`src/rtl/mem_port_arbiter.sv`:
```
// -----------------------------------------------------------------------------
// mem_port_arbiter
//
// Purpose:
//   Lets the instruction-fetch port and the data-access port share one
//   single-port synchronous memory. Only one access is in flight at a time.
//   The memory answers a fixed MEM_LATENCY cycles after the issue strobe.
//   Data accesses normally win arbitration. A starvation counter forces a
//   fetch grant after STARVE_LIMIT back-to-back data grants while fetch waits.
//   A fetch flush (taken jump) lets the in-flight fetch finish at the memory
//   but suppresses its ack.
//
// Ports:
//   clk, rst_n               clock, synchronous active-low reset
//   if_req/if_addr/if_flush  fetch request, byte address, flush (jump taken)
//   if_ack/if_rdata          1-cycle fetch ack, fetch data (valid with ack)
//   d_req/d_addr/d_we/d_be/d_wdata
//                            data request, address, write flag, byte enables,
//                            write data
//   d_ack/d_rdata            1-cycle data ack, read data (valid with ack, reads)
//   mem_en/mem_we/mem_addr/mem_be/mem_wdata
//                            registered issue strobe and access fields
//   mem_rdata                memory read data, valid MEM_LATENCY cycles after
//                            mem_en
// -----------------------------------------------------------------------------
module mem_port_arbiter #(
    parameter int MEM_LATENCY  = 2,
    parameter int STARVE_LIMIT = 4
) (
    input  logic        clk,
    input  logic        rst_n,
    input  logic        if_req,
    input  logic [31:0] if_addr,
    input  logic        if_flush,
    output logic        if_ack,
    output logic [31:0] if_rdata,
    input  logic        d_req,
    input  logic [31:0] d_addr,
    input  logic        d_we,
    input  logic [3:0]  d_be,
    input  logic [31:0] d_wdata,
    output logic        d_ack,
    output logic [31:0] d_rdata,
    output logic        mem_en,
    output logic        mem_we,
    output logic [31:0] mem_addr,
    output logic [3:0]  mem_be,
    output logic [31:0] mem_wdata,
    input  logic [31:0] mem_rdata
);

    localparam int LAT_W    = $clog2(MEM_LATENCY + 1);
    localparam int STARVE_W = $clog2(STARVE_LIMIT + 1);

    typedef enum logic {
        IDLE,
        BUSY
    } state_t;

    typedef enum logic [1:0] {
        OWNER_NONE,
        OWNER_FETCH,
        OWNER_DATA
    } owner_t;

    state_t              state_q, state_d;
    owner_t              owner_q, owner_d;
    logic [LAT_W-1:0]    lat_cnt_q, lat_cnt_d;
    logic [STARVE_W-1:0] starve_cnt_q, starve_cnt_d;
    logic                flushed_q, flushed_d;
    logic                if_ack_q, if_ack_d;
    logic                d_ack_q, d_ack_d;
    logic                mem_en_q, mem_en_d;
    logic                mem_we_q, mem_we_d;
    logic [31:0]         mem_addr_q, mem_addr_d;
    logic [3:0]          mem_be_q, mem_be_d;
    logic [31:0]         mem_wdata_q, mem_wdata_d;

    logic                fetch_ok;
    logic                fetch_forced;
    logic                grant_fetch;
    logic                grant_data;

    // Next-state logic. The BUSY state counts the latency down from
    // MEM_LATENCY; on the 1 -> 0 step the owner's ack is registered and the
    // FSM drops back to IDLE, so the ack cycle is already an IDLE cycle and
    // the next grant can be decided there (one access per MEM_LATENCY+1).
    always_comb begin
        state_d      = state_q;
        owner_d      = owner_q;
        lat_cnt_d    = lat_cnt_q;
        starve_cnt_d = starve_cnt_q;
        flushed_d    = flushed_q;
        if_ack_d     = 1'b0;
        d_ack_d      = 1'b0;
        mem_en_d     = 1'b0;
        mem_we_d     = 1'b0;
        mem_addr_d   = mem_addr_q;
        mem_be_d     = mem_be_q;
        mem_wdata_d  = mem_wdata_q;
        grant_fetch  = 1'b0;
        grant_data   = 1'b0;

        // A fetch raised together with a flush is already stale.
        fetch_ok     = if_req && !if_flush;
        fetch_forced = if_req && (starve_cnt_q == STARVE_W'(STARVE_LIMIT));

        case (state_q)
            IDLE: begin
                if (d_req && !(fetch_ok && fetch_forced)) begin
                    grant_data = 1'b1;
                end else if (fetch_ok) begin
                    grant_fetch = 1'b1;
                end
            end
            BUSY: begin
                lat_cnt_d = lat_cnt_q - LAT_W'(1);
                if (owner_q == OWNER_FETCH && if_flush) begin
                    flushed_d = 1'b1;
                end
                if (lat_cnt_q == LAT_W'(1)) begin
                    // A flush arriving in this very cycle must still kill the ack.
                    if_ack_d  = (owner_q == OWNER_FETCH) && !flushed_q && !if_flush;
                    d_ack_d   = (owner_q == OWNER_DATA);
                    state_d   = IDLE;
                    owner_d   = OWNER_NONE;
                    flushed_d = 1'b0;
                end
            end
            default: begin
                state_d = IDLE;
            end
        endcase

        if (grant_data) begin
            state_d     = BUSY;
            owner_d     = OWNER_DATA;
            lat_cnt_d   = LAT_W'(MEM_LATENCY);
            flushed_d   = 1'b0;
            mem_en_d    = 1'b1;
            mem_we_d    = d_we;
            mem_addr_d  = d_addr;
            mem_be_d    = d_be;
            mem_wdata_d = d_wdata;
        end else if (grant_fetch) begin
            state_d    = BUSY;
            owner_d    = OWNER_FETCH;
            lat_cnt_d  = LAT_W'(MEM_LATENCY);
            flushed_d  = 1'b0;
            mem_en_d   = 1'b1;
            mem_addr_d = if_addr;
            mem_be_d   = 4'hF;
        end

        // Counts data grants that jumped ahead of a waiting fetch.
        if (!if_req || grant_fetch) begin
            starve_cnt_d = '0;
        end else if (grant_data && (starve_cnt_q != STARVE_W'(STARVE_LIMIT))) begin
            starve_cnt_d = starve_cnt_q + STARVE_W'(1);
        end
    end

    // State and output registers; a synchronous reset aborts any access.
    always_ff @(posedge clk) begin
        if (!rst_n) begin
            state_q      <= IDLE;
            owner_q      <= OWNER_NONE;
            lat_cnt_q    <= '0;
            starve_cnt_q <= '0;
            flushed_q    <= 1'b0;
            if_ack_q     <= 1'b0;
            d_ack_q      <= 1'b0;
            mem_en_q     <= 1'b0;
            mem_we_q     <= 1'b0;
            mem_addr_q   <= '0;
            mem_be_q     <= '0;
            mem_wdata_q  <= '0;
        end else begin
            state_q      <= state_d;
            owner_q      <= owner_d;
            lat_cnt_q    <= lat_cnt_d;
            starve_cnt_q <= starve_cnt_d;
            flushed_q    <= flushed_d;
            if_ack_q     <= if_ack_d;
            d_ack_q      <= d_ack_d;
            mem_en_q     <= mem_en_d;
            mem_we_q     <= mem_we_d;
            mem_addr_q   <= mem_addr_d;
            mem_be_q     <= mem_be_d;
            mem_wdata_q  <= mem_wdata_d;
        end
    end

    assign if_ack    = if_ack_q;
    assign d_ack     = d_ack_q;
    assign mem_en    = mem_en_q;
    assign mem_we    = mem_we_q;
    assign mem_addr  = mem_addr_q;
    assign mem_be    = mem_be_q;
    assign mem_wdata = mem_wdata_q;
    assign if_rdata  = mem_rdata;
    assign d_rdata   = mem_rdata;

    // A waiting fetch (no ack, no flush) must hold its request and address.
    a_if_stable: assert property (@(posedge clk) disable iff (!rst_n)
        ($past(if_req) && !$past(if_ack_q) && !$past(if_flush) && !if_ack_q)
            |-> (if_req && (if_addr == $past(if_addr))));

    // A waiting data request must hold all of its fields until acked.
    a_d_stable: assert property (@(posedge clk) disable iff (!rst_n)
        ($past(d_req) && !$past(d_ack_q) && !d_ack_q)
            |-> (d_req && (d_addr == $past(d_addr)) && (d_we == $past(d_we)) &&
                 (d_be == $past(d_be)) && (d_wdata == $past(d_wdata))));

    a_one_ack: assert property (@(posedge clk) !(if_ack_q && d_ack_q));

    a_we_with_en: assert property (@(posedge clk) !(mem_we_q && !mem_en_q));

endmodule

```
`config.mk`:
```
export PLATFORM = sky130hd
export DESIGN_NAME = mem_port_arbiter
export DESIGN_NICKNAME = d
export VERILOG_FILES = /design/src/rtl/mem_port_arbiter.sv
export SDC_FILE = /design/constraint.sdc
export NUM_CORES = 1
export LEC_CHECK = 0
export CAP_MARGIN = 20
export CORE_MARGIN = 10
export CORE_UTILIZATION = 31
export CTS_CLUSTER_DIAMETER = 80
export DETAILED_ROUTE_END_ITERATION = 12
export HOLD_SLACK_MARGIN = 0.02
export PLACE_DENSITY = 0.75
export SETUP_SLACK_MARGIN = 0.4
export SKIP_LAST_GASP = 1
export SYNTH_ARGS = -nofsm -noshare
export SYNTH_HDL_FRONTEND = slang
export SYNTH_SLANG_ARGS = --single-unit
```
`constraint.sdc`:
```
create_clock -name clk -period 1.7 [get_ports clk]
set_input_delay 0.51 -clock clk [delete_from_list [all_inputs] [get_ports clk]]
set_output_delay 0.51 -clock clk [all_outputs]
set_load 0.005 [all_outputs]
```
==> impl_results.md <==
* Status: complete, no violations
* DRC at 0
* Arr. time, crit path at 1770 ps
* Syn Inst Count at 426
* Sequential area share after synthesis at 40.20%
* HP Class: flip-flop to flip-flop
* Fin crit period at 1549 ps
* Core area at 12670 µm²
* Initial antenna violation count at 0
* Setup violators final at 0
* Netlist cell types at 38
* Full die area at 17970 µm²
* Max Cap Violations at 0
* RSZ-0062 raised after global routing: yes
* EDFF count, synth at 0
* Max FO, Critical Path at 16
* Global-route wire length before repair at 21760 µm
* Critical path origin: starve_cnt_q[0]
* Clk_lat worst skew at 340 ps
* Utilization after layout at 51.93%
* H-Tree Depth at 3
* CTS tree: done
* Crit path launch type: flip-flop
* Die Wd at 134.1 µm
* Diode count at 0
* Vias in the first global route at 4138
* Syn nets at 567
* Worst vdd ir at 0.0004386 V
* I/O pin count at 274
* Synth async-reset ratio at 0%
* Critical Path Max Stage Delay at 340 ps
* CTS Sinks at 81
* Vias/cell at 5.028
* TritonCTS buffer count at 9
* Syn avg cell area at 9.469 µm²
* Total Wirelength at 13990 µm
* Register bit total from synthesis at 81
* Post-Syn Area at 4034 µm²
* Max frequency at 645.8 MHz
* Via count at 3771
* Die Span Y at 134.1 µm
* Worst r2r src: starve_cnt_q[0]
* Register-to-Register Path Depth at 6
* Leak at 2.636 nW
* Tightest Pin Transition at 349.4 ps
* Worst Clk Skew at 5.408 ps
* CP max stage cell: dfxtp_2
* Dpl hpwl at 9577 µm
* CTS clk-pin slew, worst paths at 60 ps
* Clk root buf: clkbuf_16
* Wirelength per Cell at 18.65 µm
* Maximum number of pins on one net before global-route repair at 53
* Pre-antenna DRT Iters at 4
* Post-place setup slack at -400.9 ps
* Worst setup EP type: flip-flop
* Tcrit/Tclk final at 91.09%
* Starting Density at 31.84%
* Power Density at 812.6 nW/µm²
* Final instance area at 6580 µm²
* Hold buffer count at CTS at 0
* Total GRT Usage at 15.05%
* PortBufs at 177
* Area of placed instances at 5741 µm²
* Most used DFF post-synth: dfxtp_1
* Initial DRC Count at 159
* Final Max Slew Viols at 0
* Crit Path Category: flip-flop to flip-flop
* Grt ovf at 0
* Reg-to-reg setup timing slack at 150 ps
* Routability-driven placement congestion ratio at 0.7393
* Clk buf depth at 2
* Final Hold Viols at 0
* Worst EP required at 1920 ps
* Cell Rows at 41
* Crit path to: mem_addr[16]
* Detail Route Antenna Nets at 0
* Worst reg2reg endpoint: mem_addr[16]
* Nets at 714
* Share of cells above drive strength 1 at 42.91%
* Worst-path cell chain: inv_2, ha_4, and4b_4, buf_12, or3_1, o2111a_1
* Post-route setup slack at 151.4 ps
* Total power draw at 5.347 mW
* Yosys Warn Count at 0
* Relative slew slack at 76.71%
* Area growth syn-to-layout at 63.12%
==> where the power goes <==
group | total, mW | internal (mW) | switching (mW)
clock network | 1.99 | 1.18 | 0.813
logic | 1.18 | 0.757 | 0.425
registers | 2.17 | 2.07 | 0.0999
total | 5.35 | 4.01 | 1.34
==> metrics by stage <==
step | std cells | hold WS [ps] | TNS [ps]
2_1_floorplan | 426 | 397.0 | 0
3_3_place_gp | 707 | 404.4 | -21460
3_5_place_dp | 707 | 421.6 | -25090
4_1_cts | 738 | 420.5 | 0
5_1_grt | 750 | 417.0 | 0
6_report | 750 | 417.4 | 0
==> how the worst min path moves through the flow <==
stage,startpoint,endpoint,slack [ps],cells after the start
floorplan,flushed_q,if_ack,400,1
global placement,flushed_q,if_ack,400,1
detailed placement,flushed_q,if_ack,420,1
CTS,flushed_q,if_ack,420,1
global route,if_flush,if_ack,420,3
finish,flushed_q,if_ack,420,1
==> kinds of logic (layout without fill, tap and decap cells) <==
kind of cell | count (synthesis) | in the layout | share of synthesized area (%)
AO/OA/AOI/OAI | 52 | 52 | 13.03
AND/OR/NAND/NOR | 152 | 152 | 20.81
flip-flops | 81 | 81 | 40.20
adder cells (fa/ha/maj) | 3 | 3 | 0.9306
multiplexers | 32 | 32 | 7.941
buffers and inverters | 106 | 258 | 17.09
==> area by class of cell <==
class / count / area [µm²]
fillers: 1128 / 6091
repair buffers: 237 / 2480
multi-input cells: 239 / 1849
flip-flops and latches: 81 / 1712
clock buffers: 10 / 239.0
well taps: 172 / 215.2
clock inverters: 6 / 66.31
inverters: 5 / 18.77
==> per-layer routing <==
layer  share of wire, %  wire, µm  GRT usage, %
met5                  0         0             0
met4                1.7       236         6.651
met3                 11      1574         7.618
met2                 48      6674         25.19
met1                 39      5501         15.52
==> critical path, delay by kind of cell (launching register included) <==
family	cells	cell delay, ps
buffers and inverters	2	210
adders and majority gates	1	170
DFF	1	340
AOI/OAI and AO/OA	1	150
and+or+nand+nor	2	540
==> state kept, by name, indices dropped and copies added (netlist names) <==
register,cells
mem_wdata,32
owner_q,2
state_q,1
mem_en,1
lat_cnt_q,2
starve_cnt_q,3
mem_addr,32
flushed_q,1
if_ack,1
mem_we,1
mem_be,4
d_ack,1
==> repair_timing <==
item                       in CTS  in global routing
setup endpoints to repair     150                146
pin swaps                       2                  6
cloned                          3                  0
resized for setup             431                 38
buffers inserted               12                 12
==> cell usage in the layout (no fill, tap or decap), types with 3 or more instances in the layout <==
| master | count |
|---|---|
| clkdlybuf4s50_1 | 101 |
| buf_2 | 10 |
| or3_1 | 32 |
| or4_1 | 32 |
| clkinvlp_4 | 3 |
| dfxtp_2 | 72 |
| o2111a_1 | 33 |
| buf_6 | 74 |
| dfxtp_1 | 9 |
| buf_16 | 3 |
| buf_12 | 11 |
| inv_2 | 3 |
| nand2_1 | 66 |
| buf_4 | 37 |
| mux2i_1 | 32 |
| clkbuf_16 | 9 |
==> cell usage after synthesis (4+ instances only) <==
master	n	share of area [%]
nand2_1	67	6.2
buf_6	6	1.7
mux2i_1	32	7.9
buf_4	64	12
inv_1	5	0.47
nand3_1	4	0.50
dfxtp_1	81	40
buf_2	5	0.62
o2111a_1	33	9.2
or4_1	32	6.0
or3_1	32	5.0
clkbuf_1	25	2.3
o221a_2	4	1.1
(Power assumes the default switching activity.)
